### src/rtl/mult_seq_param.sv
// Sequential Booth multiplier with start/busy/done handshake; product held in hi_out/lo_out.
// Define MULT_RADIX4_EN to use radix-4 Booth steps (WIDTH/2+1 iterations instead of WIDTH+1).
module mult_seq_param #(
    parameter int WIDTH = 32  // must be even and >= 4
) (
    input  logic             clk,
    input  logic             reset,
    input  logic             start,
    input  logic             is_signed,
    input  logic [WIDTH-1:0] multiplicand,
    input  logic [WIDTH-1:0] multiplier,
    output logic             busy,
    output logic             done,
    output logic [WIDTH-1:0] hi_out,
    output logic [WIDTH-1:0] lo_out
);

`ifdef MULT_RADIX4_EN
    // Upper field carries two guard bits so that adding +/-2M never wraps.
    localparam int EW   = WIDTH + 2;
    localparam int UW   = WIDTH + 4;
    localparam int ITER = WIDTH / 2 + 1;
`else
    localparam int EW   = WIDTH + 1;
    localparam int UW   = EW;
    localparam int ITER = WIDTH + 1;
`endif
    localparam int AW = UW + EW + 1;
    localparam int CW = $clog2(ITER + 1);

    typedef enum logic [1:0] {
        S_IDLE,
        S_RUN,
        S_DONE
    } state_t;

    state_t          state;
    logic [AW-1:0]   acc;
    logic [AW-1:0]   acc_next;
    logic [UW-1:0]   m_pos;
    logic [UW-1:0]   m_neg;
    logic [UW-1:0]   upper;
    logic [UW-1:0]   sum;
    logic [CW-1:0]   count;
    logic            sign_a;
    logic            sign_b;
    logic [UW-1:0]   a_ext;
    logic [EW-1:0]   b_ext;

    assign sign_a = is_signed & multiplicand[WIDTH-1];
    assign sign_b = is_signed & multiplier[WIDTH-1];
    assign a_ext  = {{(UW - WIDTH){sign_a}}, multiplicand};
    assign b_ext  = {{(EW - WIDTH){sign_b}}, multiplier};
    assign upper  = acc[AW-1 -: UW];

`ifdef MULT_RADIX4_EN
    logic [UW-1:0] addend;

    always_comb begin
        addend = '0;
        case (acc[2:0])
            3'b001, 3'b010: addend = m_pos;
            3'b011:         addend = {m_pos[UW-2:0], 1'b0};
            3'b100:         addend = {m_neg[UW-2:0], 1'b0};
            3'b101, 3'b110: addend = m_neg;
            default:        addend = '0;
        endcase
        sum      = upper + addend;
        acc_next = {{2{sum[UW-1]}}, sum, acc[EW:2]};
    end
`else
    always_comb begin
        sum = upper;
        case (acc[1:0])
            2'b10:   sum = upper + m_neg;
            2'b01:   sum = upper + m_pos;
            default: sum = upper;
        endcase
        acc_next = {sum[UW-1], sum, acc[EW:1]};
    end
`endif

    // NOTE: all state here uses non-blocking assignments so every register samples pre-edge values.
    always_ff @(posedge clk) begin
        if (reset) begin
            state  <= S_IDLE;
            acc    <= '0;
            m_pos  <= '0;
            m_neg  <= '0;
            count  <= '0;
            busy   <= 1'b0;
            done   <= 1'b0;
            hi_out <= '0;
            lo_out <= '0;
        end else begin
            case (state)
                S_IDLE, S_DONE: begin
                    done <= 1'b0;
                    if (start) begin
                        acc   <= {{UW{1'b0}}, b_ext, 1'b0};
                        m_pos <= a_ext;
                        m_neg <= '0 - a_ext;
                        count <= '0;
                        busy  <= 1'b1;
                        state <= S_RUN;
                    end else begin
                        busy  <= 1'b0;
                        state <= S_IDLE;
                    end
                end
                S_RUN: begin
                    acc   <= acc_next;
                    count <= count + 1'b1;
                    if (count == CW'(ITER - 1)) begin
                        // Result is taken from the final step so hi/lo update atomically with done.
                        {hi_out, lo_out} <= acc_next[2*WIDTH:1];
                        busy  <= 1'b0;
                        done  <= 1'b1;
                        state <= S_DONE;
                    end
                end
                default: begin
                    busy  <= 1'b0;
                    done  <= 1'b0;
                    state <= S_IDLE;
                end
            endcase
        end
    end

endmodule
### config.mk
export PLATFORM = sky130hd
export DESIGN_NAME = mult_seq_param
export DESIGN_NICKNAME = d
export VERILOG_FILES = /design/src/rtl/mult_seq_param.sv
export SDC_FILE = /design/constraint.sdc
export NUM_CORES = 1
export LEC_CHECK = 0
export ABC_AREA = 1
export BUFFER_PORTS_ARGS = -buffer_cell sky130_fd_sc_hd__buf_4
export CORE_UTILIZATION = 45
export CTS_BUF_LIST = sky130_fd_sc_hd__clkbuf_16
export DETAILED_ROUTE_END_ITERATION = 8
export PLACE_DENSITY = 0.72
export SLEW_MARGIN = 30
export SYNTH_ARGS = -nofsm -noshare
export SYNTH_HDL_FRONTEND = slang
export SYNTH_SLANG_ARGS = --single-unit
### constraint.sdc
create_clock -name clk -period 4.75 [get_ports clk]
set_input_delay 0.475 -clock clk [delete_from_list [all_inputs] [get_ports clk]]
set_output_delay 0.475 -clock clk [all_outputs]
set_load 0.005 [all_outputs]
# Word level (Yosys, flattened, before mapping)
# Cells that the tools add are included.
[totals]
romBits = 0
input_bits = 68
ramBits = 0
word_cells = 41
latch_bits = 0
out_inout_bits = 66
reg_bits = 207
mem_count = 0
[op_classes]
n_bitwise = 3
n_mul = 0
magnitude_cmp = 0
n_eq_ne = 7
shift = 0
reduce_logical = 7
mux = 11
div_mod_pow = 0
add_sub_neg = 4
[op_table]
columns = ["cell", "count"]
rows = [
  ["67-bit case mux with 2 select lines", 1],
  ["67-bit 2-to-1 mux", 1],
  ["33-bit adder", 2],
  ["33-bit case mux with 2 select lines", 1],
  ["1-bit by 33-bit subtractor with 33-bit output (first input constant)", 1],
  ["6-bit case mux with 2 select lines", 1],
  ["6-bit by 1-bit adder with 6-bit output (second input constant)", 1],
  ["6-bit equality test (second input constant)", 1],
  ["6-bit 2-to-1 mux", 1],
  ["2-bit AND reduction", 3],
  ["2-bit by 1-bit equality test with 1-bit output (second input constant)", 2],
  ["2-bit equality test (second input constant)", 2],
  ["2-bit inequality test (second input constant)", 2],
  ["2-bit case mux with 2 select lines", 1],
  ["2-bit OR reduction", 2],
  ["1-bit 2-to-1 mux", 3],
  ["1-bit AND", 2],
  ["2-bit logical NOT", 1],
  ["2-bit 2-to-1 mux", 1],
  ["1-bit case mux with 2 select lines", 1],
  ["2-bit nonzero test", 1],
  ["1-bit inverter", 1],
]

# Logic depth before layout (Yosys ltp)
# Gate-level depths: netlist (run 1).
[logic_depth]
depth_word = 4
depth_mapped = 21
depth_no_buf = 19

# Worst setup path before layout (run 1)
# OpenSTA, ideal clock, no wires.
[synth_path]
kind = "reg-to-reg"
from = "register acc[1]"
to = "register hi_out[12]"
t_arrival_ps = 2732
path_stages_with_launch = 17
synth_period_minus_slack_ps = 2848
path_slack_ps = 1902
t_required_ps = 4635
path_buffers = 3
setup_ps = 115
cell_sequence = "dfxtp_1 > inv_1 > ha_1 > clkbuf_1 > clkbuf_1 > clkbuf_1 > a21oi_1 > fa_1 > nand3_1 > nand3_1 > nand3_1 > nand3_1 > xor2_1 > nand2_1 > nand2_1 > o21ai_0 > inv_1"
[synth_between]
elab_chain_len = 2
word_cells_on_any_way = 3
cone_classes = "eq/ne: 2; mux: 1"
[synth_lines]
columns = ["element", "line", "source"]
rows = [
  ["from (decl)", "38", "logic [AW-1:0] acc;"],
  ["from (signal assigned)", "100", "acc <= {{UW{1'b0}}, b_ext, 1'b0};"],
  ["from (signal assigned)", "112", "acc <= acc_next;"],
  ["2-bit by 1-bit equality test with 1-bit output / 2-bit equality test (equally long branches)", "74", "case (acc[1:0])"],
  ["33-bit case mux with 2 select lines *", "74", ""],
  ["to (signal assigned)", "116", "{hi_out, lo_out} <= acc_next[2*WIDTH:1];"],
  ["to (decl)", "14", "output logic [WIDTH-1:0] hi_out,"],
]
# Mark *: on every way between the ends. The rest lies on a longest branch, timed or not.
# A chain may end at the register's enable or synchronous reset.

# Worst setup path in the final report (run 1)
[layout_path]
from = "register acc[1]"
to = "register hi_out[24]"
# The elaborated chain is that of the path after synthesis.

==> run_results.csv, run 1 <==
group,metric,value,unit
drt,finalWirelength,33100,um
worst_setup_path,crit_chain,"inv_1, ha_2, buf_4, a21oi_1, ha_1, nand2_1, nor2_1, nand2_1, nor2_1, nand2_1, nand3_1, nand2_1, nand3_1, nand3_1, nand2_1, inv_1",
worst_setup_path,worstPathRequired,5160,ps
outcome,status,"completed",
final_layout,drive_above_1_share,10.7,%
synthesis,synthFlopType,"dfxtp_1",
power_and_ir_drop,p_per_area,304,mW/mm^2
synthesis,synthDistinctLibCells,45,
drt,antenna_left,0,
die,io_pins,134,
worst_setup_path,startpoint_type,"register",
synthesis,yosys.area.top_type_share,35.7,%
timing,rsz0062_at_grt,"no",
worst_hold_path,min_path_cells,3,
timing,clock_skew,7.85,ps
run,drv_cap,0,
drt,via_per_inst,5.13,
worst_setup_path,reg2reg_depth,16,
drt,drt-pass1-iter-count,6,
worst_setup_path,reg2reg_to,"hi_out[24]",
die,die_h,162,um
clocking,cts_root_buf,"clkbuf_16",
final_layout,post-route-util,53.3,%
grt,antenna_found_initial,0,
final_layout,nNetsFinal,1995,
synthesis,yosysSeqAreaShare,35.7,%
worst_hold_path,hold_end,"acc[27]",
timing,finalMaxSlewViolations,0,
timing,setup_viol,0,
clocking,clk_latency,500,ps
drt,via_count,11470,
synthesis,netlist_area,0.0115,sq mm
worst_setup_path,rr_startpoint,"acc[1]",
synthesis,synth_nets,1905,
synthesis,synth.area.top_cells,"dfxtp_1, nand2_1, inv_1",
placed_design,dp.cells,2195,
final_layout,final_cells,2235,
power_and_ir_drop,peakVddDrop,0.000280,V
clocking,post_cts_buffers,0,
worst_hold_path,hp-class,"in2reg",
grt,grt_pass1_wl,53600,um
timing,slew_headroom,38.0,%
die,core_area,0.0251,sq mm
die,die_w,162,um
synthesis,synth_compound_area_share,13.8,%
grt,grt-ovfl-total,0,
drt,wire_per_inst,14.8,um
synthesis,synth_area_per_cell,6.38,sq um
die,die_area,0.0262,sq mm
synthesis,syn_inst,1800,
synthesis,synthSimpleGateAreaFrac,33.0,%
timing,period_share,68.2,%
power_and_ir_drop,seqPwrFrac,45.1,%
clocking,cts_buffer_depth,3,
clocking,cts_sinks,205,
drt,first_iter_violations,894,
worst_setup_path,cpPeakStageDelay,590,ps
synthesis,synth-xor-area-share,1.60,%
grt,grt_usage,25.4,%
final_layout,antennaDiodeCount,0,
synthesis,synth_top_area_cell,"dfxtp_1",
power_and_ir_drop,clkPwrFrac,42.5,%
synthesis,synth_top_family_by_area,"simple AND/OR/NAND/NOR gates",
timing,worst_pin_slew,927,ps
power_and_ir_drop,p_comb_share,12.4,%
power_and_ir_drop,switching_share,26.3,%
die,rows,58,
power_and_ir_drop,p_switching,1.07,mW
final_layout,syn_to_final_growth,16.5,%
synthesis,yosys_warnings,0,
timing,tns,0,ps
placed_design,port_buffers,133,
worst_setup_path,path_max_fanout,35,
clocking,cts_inserted_buffers,23,
clocking,clk_pin_slew_worst_paths,60,ps
synthesis,synth_edf_count,0,
worst_setup_path,reg2reg_slack,1510,ps
synthesis,async_flop_share,0,%
clocking,cts-hold-fix-buffers,0,
synthesis,muxShareOfSynthArea,0.469,%
clocking,cts.htree.levels,1,
clocking,tritoncts,"yes",
placed_design,post-dp-hpwl,24100,um
grt,grt_max_degree,91,
drt,drc,0,
worst_setup_path,crit_top_cell,"nand2_1",
timing,finalCriticalPeriod,3240,ps
power_and_ir_drop,internal_power,3.00,mW
worst_setup_path,crit_type,"reg2reg",
worst_setup_path,endpoint_kind,"register",
synthesis,ys_seq_elements,205,
clocking,ctsResizeCount,0,
timing,hold_violations,0,
worst_hold_path,min_from,"multiplier[26]",
die,initial_core_util,45.7,%
placed_design,gp_congestion,1.01,
synthesis,synthAdderAreaFrac,4.10,%
grt,grt_pass1_vias,10771,
power_and_ir_drop,p_leak,6.69,nW
worst_setup_path,worstPathArrival,3640,ps
timing,fmax,0.309,GHz
worst_setup_path,worst_path_max_delay_cell,"ha_2",
==> synth_stat cells (all sizes together), types with 3 or more instances <==
cell type,count
a31oi,7
clkbuf,46
a211oi,10
dfxtp,205
o211ai,4
nor4,4
xnor2,7
buf,32
xor2,14
o221ai,6
nor3,19
nand2,525
nor2,228
mux2,3
a32oi,31
a21oi,83
or2,6
inv,257
ha,36
o22ai,3
o21ai,119
nand4,9
nand3,130
==> how the worst max path moves through the flow <==
stage | from | end | slack, ps | cells past startpoint
CTS | acc[1] | acc[65] | 1550 | 15
global placement | acc[1] | acc[62] | 1600 | 16
detailed placement | acc[1] | acc[65] | 1550 | 15
finish | acc[1] | hi_out[24] | 1510 | 16
global route | acc[1] | hi_out[26] | 1160 | 16
floorplan | acc[1] | hi_out[12] | 1900 | 16
==> logic make-up after synthesis <==
group,Yosys count
AND/OR/NAND/NOR,924
buffers and inverters,335
AO/OA/AOI/OAI,273
flip-flops,205
adder cells (fa/ha/maj),37
XOR/XNOR,21
multiplexers,5
==> critical path: cells and delay by family, from the launching register on <==
| kind | cells | cell delay (ps) |
|---|---|---|
| simple gates | 10 | 1180 |
| flops | 1 | 300 |
| compound gates | 1 | 110 |
| fa+ha+maj | 2 | 1030 |
| buf+inv | 3 | 510 |
==> routing by layer <==
metal | GRT usage (%) | part of all wire, % | vias up
met4 | 9.05 | 3.1 | 0
met1 | 31.7 | 43 | 5209
li1 | - | - | 5919
met5 | 0 | 0 | -
met3 | 3.27 | 5.6 | 56
met2 | 44.7 | 48 | 286
==> power groups by stage <==
stage | Clock, mW | Sequential (mW) | Combinational, mW
final | 1.73 | 1.83 | 0.504
after global routing | 1.84 | 1.84 | 0.565
after CTS | 1.76 | 1.83 | 0.505
after detailed placement | 0 | 1.87 | 0.502
after global placement | 0 | 1.87 | 0.494
after floorplan | 0 | 1.86 | 0.340
==> registers in the layout, indices dropped and copies added (netlist names) <==
register / count
done: 1
busy: 1
m_pos: 33
hi_out: 32
lo_out: 32
state: 2
acc: 66
count: 6
m_neg: 32
==> through the flow <==
step	hold WS [ps]	area (sq um)	total power, mW	setup WS, ps
final	202	13400	4.07	1510
after global routing	196	13400	4.25	1160
after CTS	190	13400	4.10	1550
after detailed placement	448	12700	2.37	1550
after global placement	442	12700	2.36	1600
after floorplan	430	11500	2.20	1900
==> final cells by class <==
class,instances,area (sq um)
well taps,330,413
fillers,2537,11700
flip-flops and latches,205,4100
clock buffers,23,576
multi-input cells,1260,6100
clock inverters,17,145
inverters,257,966
repair buffers,143,1070
==> cells in the final DEF (no fill, tap or decap), drive strengths merged, types with 9 or more instances in the layout <==
| master | n |
|---|---|
| a211oi | 10 |
| a21oi | 83 |
| a32oi | 31 |
| buf | 143 |
| clkbuf | 23 |
| dfxtp | 205 |
| ha | 36 |
| inv | 263 |
| nand2 | 525 |
| nand3 | 130 |
| nand4 | 9 |
| nor2 | 228 |
| nor3 | 19 |
| o21ai | 119 |
| xor2 | 14 |
Power figures use the tool's default switching activity.
==> run 2: changes to the inputs <==
==> constraint.sdc (replaced) <==
create_clock -name clk -period 3.1 [get_ports clk]
set_input_delay 0.31 -clock clk [delete_from_list [all_inputs] [get_ports clk]]
set_output_delay 0.31 -clock clk [all_outputs]
set_load 0.005 [all_outputs]
==> run_results.csv, run 2 (synthesis gave the netlist of run 1 again) <==
group,metric,value,unit
die,io_pins,134,
timing,finalCriticalPeriod,2870,ps
grt,grt_usage,26.1,%
timing,worst_pin_slew,878,ps
die,core_area,0.0251,sq mm
drt,finalWirelength,34200,um
final_layout,nNetsFinal,2004,
power_and_ir_drop,p_per_area,469,mW/mm^2
worst_setup_path,reg2reg_depth,16,
placed_design,place_area,0.0128,sq mm
clocking,cts_inserted_buffers,24,
placed_design,port_buffers,133,
power_and_ir_drop,peakVddDrop,0.000392,V
power_and_ir_drop,p_leak,6.75,nW
worst_setup_path,worstPathArrival,3290,ps
grt,antenna_found_initial,0,
timing,tns,0,ps
drt,via_per_inst,5.18,
grt,grt_pass1_wl,55000,um
power_and_ir_drop,finalPower,6.36,mW
drt,via_count,11618,
worst_setup_path,path_max_fanout,32,
worst_hold_path,hp-class,"in2reg",
drt,first_iter_violations,744,
drt,wire_per_inst,15.2,um
placed_design,dp.cells,2202,
final_layout,stdcell_area,0.0136,sq mm
die,rows,58,
clocking,clk_latency,530,ps
final_layout,final_common_cell,"nand2_1",
final_layout,drive_above_1_share,11.5,%
final_layout,regMostFlops,"acc",
worst_setup_path,startpoint_type,"register",
clocking,cts.htree.levels,1,
timing,slew_headroom,41.4,%
final_layout,largest_reg_flops,66,
final_layout,syn_to_final_growth,18.0,%
grt,grt_pass1_vias,11014,
timing,hold_violations,0,
worst_setup_path,rr_startpoint,"acc[1]",
placed_design,gp_congestion,0.984,
timing,setup_ws,228,ps
die,die_area,0.0262,sq mm
die,die_h,162,um
worst_hold_path,min_from,"multiplier[17]",
worst_setup_path,startpoint,"acc[1]",
worst_setup_path,crit_type,"reg2reg",
drt,antenna_left,0,
grt,grt-ovfl-total,0,
worst_setup_path,endpoint_kind,"register",
die,die_w,162,um
drt,drt-pass1-iter-count,5,
placed_design,post-dp-hpwl,25100,um
die,initial_core_util,45.7,%
timing,fmax,0.348,GHz
worst_setup_path,reg2reg_slack,230,ps
timing,setup_viol,0,
worst_setup_path,reg2reg_to,"hi_out[14]",
final_layout,layout_common_cells,"nand2_1, inv_1, nor2_1",
timing,period_share,92.6,%
worst_setup_path,crit_end,"hi_out[14]",
clocking,cts_root_buf,"clkbuf_16",
grt,grt_max_degree,86,
outcome,status,"completed",
clocking,clk_pin_slew_worst_paths,60,ps
clocking,cts_sinks,205,
final_layout,antennaDiodeCount,0,
timing,rsz0062_at_grt,"no",
clocking,tritoncts,"yes",
placed_design,post-place-ws,223,ps
final_layout,top_regs,"acc (66), m_pos (33)",
worst_setup_path,worstPathRequired,3520,ps
timing,clock_skew,14.8,ps
final_layout,final_cells,2245,
clocking,cts_buffer_depth,3,
run,drv_cap,0,
timing,finalMaxSlewViolations,0,
drt,drc,0,
run 2: cell types whose count changed in the layout (fill, tap and decap cells not counted), sizes merged:
cell / previous run / this run
buf: 143 / 150
inv: 263 / 259
clkinv: 8 / 11
clkinvlp: 0 / 3
bufinv: 3 / 2
clkbuf: 23 / 24
dlygate4sd3: 0 / 1
run 2: area by class of cell:
class | instances | area [sq um]
Clock inverter | 18 | 170
Inverter | 257 | 967
Multi-Input combinational cell | 1260 | 6110
Clock buffer | 24 | 601
Sequential cell | 205 | 4100
Tap cell | 330 | 413
Fill cell | 2588 | 11600
Timing Repair Buffer | 151 | 1190
run 2: report_power, final:
group	internal (mW)	switching (mW)	total [mW]
Sequential	2.75	0.0665	2.81
Clock	1.59	1.17	2.76
Combinational	0.275	0.515	0.790
Total	4.61	1.75	6.36
run 2: per-layer routing:
metal	part of all wire (%)	routed length [um]	global-route usage [%]
met1	41	14200	31.7
met5	0	0	0
met3	5.5	1880	3.29
met4	4.4	1520	11.1
met2	49	16700	46.4
run 2: critical path, stage by stage, from the launching register on:
cell     delay, ps
dfxtp_1        310
inv_1           60
ha_2           220
buf_12         170
o21ai_0        370
ha_1           370
nand2_1        160
inv_1           60
nand2_1         60
nand2_1         90
a21oi_1        130
nand2_1        180
or2_1          270
nand3_1         70
nand2_1         90
o21ai_1        120
inv_1           50
run 2: stage by stage:
step           hold WS, ps  utilization [%]
6_report              7.86             54.0
5_1_grt               3.50             54.0
4_1_cts            0.00766             53.9
3_5_place_dp           446             50.8
3_3_place_gp           441             50.8
2_1_floorplan          430                -
run 2: how the worst min path moves through the flow:
stage / cells after the start / to / slack, ps
global route: 3 / acc[26] / 4
CTS: 3 / acc[18] / 0.008
detailed placement: 2 / m_pos[28] / 450
global placement: 2 / m_pos[20] / 440
floorplan: 2 / m_pos[16] / 430
finish: 3 / acc[18] / 8
run 2: timing repair:
item	in CTS	in global routing
hold endpoints to repair	1	0
setup buffers	0	0
gates resized for setup	0	4
endpoints found under the setup margin	0	6
hold buffers	1	0
